File: src/rtl/sr_status_ctrl_pkg.sv
// Shared definitions for the status-register controller: SR bit map, flag-write
// lane order, jump condition codes and the low-power/interrupt controller states.
package sr_status_ctrl_pkg;

  localparam int SR_C      = 0;
  localparam int SR_Z      = 1;
  localparam int SR_N      = 2;
  localparam int SR_GIE    = 3;
  localparam int SR_CPUOFF = 4;
  localparam int SR_OSCOFF = 5;
  localparam int SR_SCG0   = 6;
  localparam int SR_SCG1   = 7;
  localparam int SR_V      = 8;

  localparam logic [15:0] SR_IMPL_MASK = 16'h01FF;

  // Lane order of flag_we / flag_in, packed as {V,N,Z,C}
  localparam int FLAG_C = 0;
  localparam int FLAG_Z = 1;
  localparam int FLAG_N = 2;
  localparam int FLAG_V = 3;

  typedef enum logic [2:0] {
    JC_JNE = 3'd0,
    JC_JEQ = 3'd1,
    JC_JNC = 3'd2,
    JC_JC  = 3'd3,
    JC_JN  = 3'd4,
    JC_JGE = 3'd5,
    JC_JL  = 3'd6,
    JC_JMP = 3'd7
  } jcond_e;

  typedef enum logic [1:0] {
    ST_ACTIVE    = 2'd0,
    ST_SLEEP     = 2'd1,
    ST_WAKE      = 2'd2,
    ST_IRQ_ENTRY = 2'd3
  } sr_state_e;

  function automatic logic signedLess(input logic n, input logic v);
    return n ^ v;
  endfunction

endpackage

File: src/rtl/sr_jcond_eval.sv
// Combinational decoder of the eight MSP430 jump conditions from the SR flags.
module sr_jcond_eval
  import sr_status_ctrl_pkg::*;
(
  input  logic [2:0] i_jcond,
  input  logic       i_c,
  input  logic       i_z,
  input  logic       i_n,
  input  logic       i_v,
  output logic       o_taken
);

  always_comb begin
    o_taken = 1'b0;
    unique case (jcond_e'(i_jcond))
      JC_JNE: o_taken = ~i_z;
      JC_JEQ: o_taken = i_z;
      JC_JNC: o_taken = ~i_c;
      JC_JC:  o_taken = i_c;
      JC_JN:  o_taken = i_n;
      JC_JGE: o_taken = ~signedLess(i_n, i_v);
      JC_JL:  o_taken = signedLess(i_n, i_v);
      JC_JMP: o_taken = 1'b1;
    endcase
  end

endmodule

File: src/rtl/sr_status_ctrl.sv
// Status register owner: SR writes, jump-condition output and the CPUOFF sleep /
// wake / interrupt-entry sequencer. Define SR_JCOND_REG_EN to register jump_taken.
module sr_status_ctrl
  import sr_status_ctrl_pkg::*;
#(
  parameter int SR_W     = 16,
  parameter int WAKE_DLY = 2
) (
  input  logic            clk,
  input  logic            rst_n,
  input  logic [3:0]      i_flag_we,
  input  logic [3:0]      i_flag_in,
  input  logic            i_sr_we,
  input  logic [SR_W-1:0] i_sr_wdata,
  input  logic            i_reti_valid,
  input  logic [SR_W-1:0] i_reti_sr,
  input  logic            i_irq_req,
  input  logic [2:0]      i_jcond,
  output logic [SR_W-1:0] o_sr_out,
  output logic            o_jump_taken,
  output logic            o_cpu_stall,
  output logic            o_irq_take,
  output logic [SR_W-1:0] o_sr_saved
);

  localparam int               CNT_W         = (WAKE_DLY > 1) ? $clog2(WAKE_DLY) : 1;
  localparam logic [CNT_W-1:0] WAKE_LAST     = CNT_W'(WAKE_DLY - 1);
  localparam logic [SR_W-1:0]  IMPL_MASK     = SR_W'(SR_IMPL_MASK);
  localparam logic [SR_W-1:0]  IRQ_KEEP_MASK = SR_W'(1) << SR_SCG0;

  sr_state_e        r_state;
  sr_state_e        w_stateNext;
  logic [SR_W-1:0]  r_sr;
  logic [SR_W-1:0]  w_srNext;
  logic [CNT_W-1:0] r_wakeCnt;
  logic [CNT_W-1:0] w_wakeCntNext;
  logic             w_irqAccept;
  logic             w_taken;

  assign w_irqAccept = i_irq_req & r_sr[SR_GIE];

  always_ff @(posedge clk or negedge rst_n) begin
    if (!rst_n) begin
      r_state   <= ST_ACTIVE;
      r_sr      <= '0;
      r_wakeCnt <= '0;
    end else begin
      r_state   <= w_stateNext;
      r_sr      <= w_srNext;
      r_wakeCnt <= w_wakeCntNext;
    end
  end

  // Only a running core writes SR; interrupt entry clears everything except SCG0
  always_comb begin
    w_srNext = r_sr;
    unique case (r_state)
      ST_ACTIVE: begin
        if (i_reti_valid) begin
          w_srNext = i_reti_sr & IMPL_MASK;
        end else if (i_sr_we) begin
          w_srNext = i_sr_wdata & IMPL_MASK;
        end else begin
          if (i_flag_we[FLAG_C]) w_srNext[SR_C] = i_flag_in[FLAG_C];
          if (i_flag_we[FLAG_Z]) w_srNext[SR_Z] = i_flag_in[FLAG_Z];
          if (i_flag_we[FLAG_N]) w_srNext[SR_N] = i_flag_in[FLAG_N];
          if (i_flag_we[FLAG_V]) w_srNext[SR_V] = i_flag_in[FLAG_V];
        end
      end
      ST_IRQ_ENTRY: w_srNext = r_sr & IRQ_KEEP_MASK;
      default: w_srNext = r_sr;
    endcase
  end

  // Pending interrupts beat CPUOFF; both decisions look at the registered SR
  always_comb begin
    w_stateNext   = r_state;
    w_wakeCntNext = r_wakeCnt;
    o_cpu_stall   = 1'b1;
    o_irq_take    = 1'b0;
    o_sr_saved    = '0;
    unique case (r_state)
      ST_ACTIVE: begin
        o_cpu_stall = 1'b0;
        if (w_irqAccept) begin
          w_stateNext = ST_IRQ_ENTRY;
        end else if (r_sr[SR_CPUOFF]) begin
          w_stateNext = ST_SLEEP;
        end
      end
      ST_SLEEP: begin
        if (w_irqAccept) begin
          w_stateNext   = ST_WAKE;
          w_wakeCntNext = '0;
        end
      end
      ST_WAKE: begin
        if (r_wakeCnt == WAKE_LAST) begin
          w_stateNext = ST_IRQ_ENTRY;
        end else begin
          w_wakeCntNext = r_wakeCnt + CNT_W'(1);
        end
      end
      ST_IRQ_ENTRY: begin
        o_irq_take  = 1'b1;
        o_sr_saved  = r_sr;
        w_stateNext = ST_ACTIVE;
      end
    endcase
  end

  assign o_sr_out = r_sr;

  sr_jcond_eval u_jcond (
    .i_jcond (i_jcond),
    .i_c     (r_sr[SR_C]),
    .i_z     (r_sr[SR_Z]),
    .i_n     (r_sr[SR_N]),
    .i_v     (r_sr[SR_V]),
    .o_taken (w_taken)
  );

`ifdef SR_JCOND_REG_EN
  logic r_jumpTaken;

  always_ff @(posedge clk or negedge rst_n) begin
    if (!rst_n) begin
      r_jumpTaken <= 1'b0;
    end else begin
      r_jumpTaken <= w_taken;
    end
  end

  assign o_jump_taken = r_jumpTaken;
`else
  assign o_jump_taken = w_taken;
`endif

endmodule

File: config.mk
export PLATFORM = sky130hd
export DESIGN_NAME = sr_status_ctrl
export DESIGN_NICKNAME = d
export VERILOG_FILES = /design/src/rtl/sr_status_ctrl_pkg.sv /design/src/rtl/sr_jcond_eval.sv /design/src/rtl/sr_status_ctrl.sv
export SDC_FILE = /design/constraint.sdc
export NUM_CORES = 1
export LEC_CHECK = 0
export ABC_AREA = 1
export BUFFER_PORTS_ARGS = -buffer_cell sky130_fd_sc_hd__buf_4
export CAP_MARGIN = 20
export CORE_MARGIN = 1
export CORE_UTILIZATION = 45
export CTS_BUF_LIST = sky130_fd_sc_hd__clkbuf_4
export CTS_CLUSTER_SIZE = 20
export DETAILED_ROUTE_END_ITERATION = 8
export GPL_TIMING_DRIVEN = 0
export PLACE_DENSITY = 0.94
export SLEW_MARGIN = 5
export SYNTH_ARGS = -nofsm -noshare
export SYNTH_HDL_FRONTEND = slang
export SYNTH_SLANG_ARGS = --single-unit
File: constraint.sdc
create_clock -name clk -period 3.25 [get_ports clk]
set_input_delay 0.325 -clock clk [delete_from_list [all_inputs] [get_ports clk]]
set_output_delay 0.325 -clock clk [all_outputs]
set_load 0.01 [all_outputs]
==> flow_metrics.py <==
metrics = {
    "synthesis": {
        "yosys-top-cells-area": "dfrtp_1 27%, nand2_1 22%, buf_4 12%",
        "synthTopCellsByCount": "66 x nand2_1, 30 x inv_1, 18 x buf_4",
        "syn_inst": 187,
        "yosysMostFrequentCell": "nand2_1",
        "synth_top_cell_by_area": "dfrtp_1",
        "synth_edf_count": 0,
        "synth_top_area_frac": 0.267,
        "synth_cell_types": 18,
        "yosysWarningCount": 0,
        "ys.flop_type": "dfrtp_1",
        "syn_area_sq_mm": 0.00112,
        "async_reset_ff_frac": 1.00,
        "seq_area_frac_synth": 0.267,
        "ys_ff_latch": 12,
        "syn_area_per_cell_sq_um": 6.02,
    },
    "floorplan": {
        "rows": 17,
        "io_pins": 83,
        "coreArea_sq_mm": 0.00228,
        "dieWidth_microns": 52.0,
        "design.die.area_sq_mm": 0.00270,
        "start_util": 0.494,
        "die_y_microns": 52.0,
    },
    "power_and_ir_drop": {
        "p_per_area_mw_per_mm2": 673,
        "p_switching_w": 0.000515,
        "clkPwrFrac": 0.086,
        "pwr-share-seq": 0.270,
        "power.internal_w": 0.000597,
        "p_leak_nw": 1.07,
        "sw_frac_of_total": 0.463,
        "max-vdd-ir-drop_mv": 0.531,
        "p_comb_frac": 0.644,
        "power_w": 0.00111,
    },
    "route": {
        "wl_microns": 2820,
        "antenna_left": 0,
        "avgRoutedWirePerCell_microns": 9.82,
        "firstDrtPassIters": 4,
        "viasPerCell": 4.37,
        "drcViolationCount": 0,
        "dr_total_vias": 1253,
        "drt_iter0_drc": 27,
    },
    "sta": {
        "rsz0062_at_grt": "false",
        "finalWorstPathRequiredPeriod_ns": 2.00,
        "fin_skew_ns": 0.00198,
        "finalMaxSlewViolations": 0,
        "finalSetupViolCount": 0,
        "clock.fmax_ghz": 0.499,
        "tns_ns": 0,
        "finalHoldViolations": 0,
        "period_share": 0.616,
    },
    "status": {
        "status": "finished clean",
    },
    "clock_network": {
        "clock_sinks": 12,
        "clock_latency_ns": 0.27,
        "cts_buffer_depth": 2,
        "cts_resized": 0,
        "numCtsBuffers": 3,
        "path_clk_slew_ns": 0.08,
        "htree_levels": 1,
        "cts_tree": "done",
        "cts_root_buffer": "clkbuf_4",
    },
    "global_routing": {
        "grt_max_degree": 13,
        "grt.total_usage": 0.216,
        "globalRouteOverflowTotal": 0,
        "grt_pass1_wl_microns": 4260,
        "grt_pass1_vias": 1005,
        "antenna_found_initial": 0,
    },
    "setup_path": {
        "crit_type": "reg -> out",
        "path_cells": "ha_1 -> buf_2 -> buf_2 -> nand2_1 -> inv_1 -> buf_4",
        "arrival_ns": 1.68,
        "critical_path.max_fanout": 10,
        "end_kind": "output pin",
        "cp_slowest_stage_delay_ns": 0.42,
        "cp_slowest_cell": "dfrtp_1",
        "crit_path_start_kind": "flop",
        "worstPathRequired_ns": 2.92,
        "cp_common_cell": "buf_2",
    },
    "finish": {
        "fill_cells": 182,
        "layout.nets": 313,
        "seq_area_sq_um": 300,
        "multi_input_area_sq_um": 607,
        "synthToLayoutAreaGrowth_pct": 46.7,
        "drive_gt1_frac": 0.324,
        "fin_util": 0.725,
        "antennaDiodeCount": 0,
    },
    "place": {
        "place_congestion": 0.799,
        "portBuffers": 54,
        "place_hpwl_microns": 2220,
    },
    "run": {
        "drv_cap": 0,
    },
    "worst_hold_path": {
        "hp-class": "in -> reg",
    },
}
layout make-up:
type | instances | share of cell area
clock inverter | 1 | 0.00227
clock buffer | 3 | 0.0136
multi-input combinational | 136 | 0.368
inverter | 31 | 0.0705
buffer | 21 | 0.0910
timing repair buffer | 55 | 0.252
tap | 28 | 0.0212
sequential | 12 | 0.182
metal layers:
layer,global-route usage,part of all wire,vias to the layer above
met4,0.108,0.012,0
met3,0.0468,0.085,4
met2,0.376,0.50,54
met1,0.245,0.40,524
met5,0,0,-
li1,-,-,671
layout by cell type, fill, tap and decap left out:
cell           Yosys  final
dfrtp_1           12     12
o21ai_1            1      1
or2_2              3      3
clkinv_1           0      1
o21ai_0           10     10
or2_0              1      1
nand2_1           66     66
o21ai_2            1      1
buf_4             18     72
ha_1               5      5
nor2_2             1      1
conb_1             1     14
nor3_1             1      1
dlygate4sd3_1      0      1
a21oi_1            1      1
nand3_1           15     15
clkbuf_4           0      3
buf_2              3      3
inv_1             30     30
inv_2              1      1
nor2_1            17     17
power by group through the flow:
| stage | sequential (W) | combinational [W] | clock, W |
|---|---|---|---|
| after floorplan | 0.000299 | 0.000446 | 0 |
| after global placement | 0.000297 | 0.000686 | 0 |
| after detailed placement | 0.000300 | 0.000707 | 0 |
| after CTS | 0.000298 | 0.000713 | 0.0000987 |
| after global routing | 0.000311 | 0.000803 | 0.000104 |
| final | 0.000300 | 0.000716 | 0.0000958 |
kinds of logic after synthesis:
kind of cell    share of synthesized area
compound gates                     0.0612
fa+ha+maj                          0.0556
buf+inv                             0.237
flops                               0.267
other cells                       0.00333
simple gates                        0.376
path summary, 6_finish.rpt:
| check | from | end | slack (ns) | cells past startpoint |
|---|---|---|---|---|
| setup / recovery | r_state[1] | o_sr_saved[0] | 1.25 | 6 |
| hold / removal | i_sr_wdata[6] | o_sr_out[6] | 0.37 | 5 |
| setup reg to reg | r_state[0] | o_sr_out[6] | 1.72 | 6 |
| hold reg to reg | r_wakeCnt | r_wakeCnt | 0.51 | 2 |
| max in group asynchronous | rst_n | o_sr_out[2] | 2.65 | 2 |
| min in group asynchronous | rst_n | r_state[0] | 0.44 | 2 |
critical path: cells and delay by family, from the launching register on:
| kind | cells | cell delay [ns] |
|---|---|---|
| flip-flops | 1 | 0.42 |
| AND/OR/NAND/NOR | 1 | 0.09 |
| buffers and inverters | 4 | 0.69 |
| adder cells (fa/ha/maj) | 1 | 0.20 |
repair_timing:
item                                   CTS  global route
endpoints found under the hold margin   12             0
buffers inserted                         0             0
setup endpoints to repair                0             0
hold buffers                             1             0
through the flow:
step           cell area, sq um  hold WS (ns)  instances  worst slack [ns]
6_report                   1650         0.370        287              1.25
5_1_grt                    1650         0.381        287              1.14
4_1_cts                    1650         0.358        287              1.25
3_5_place_dp               1610         0.174        282              1.56
3_3_place_gp               1610         0.172        282              1.65
2_1_floorplan              1170        0.0294        200              1.80
state kept, by name, indices dropped and copies added, names as in the netlist:
register,count
r_state,2
o_sr_out,9
r_wakeCnt,1
No activity file was read; power rests on OpenSTA's default activity.
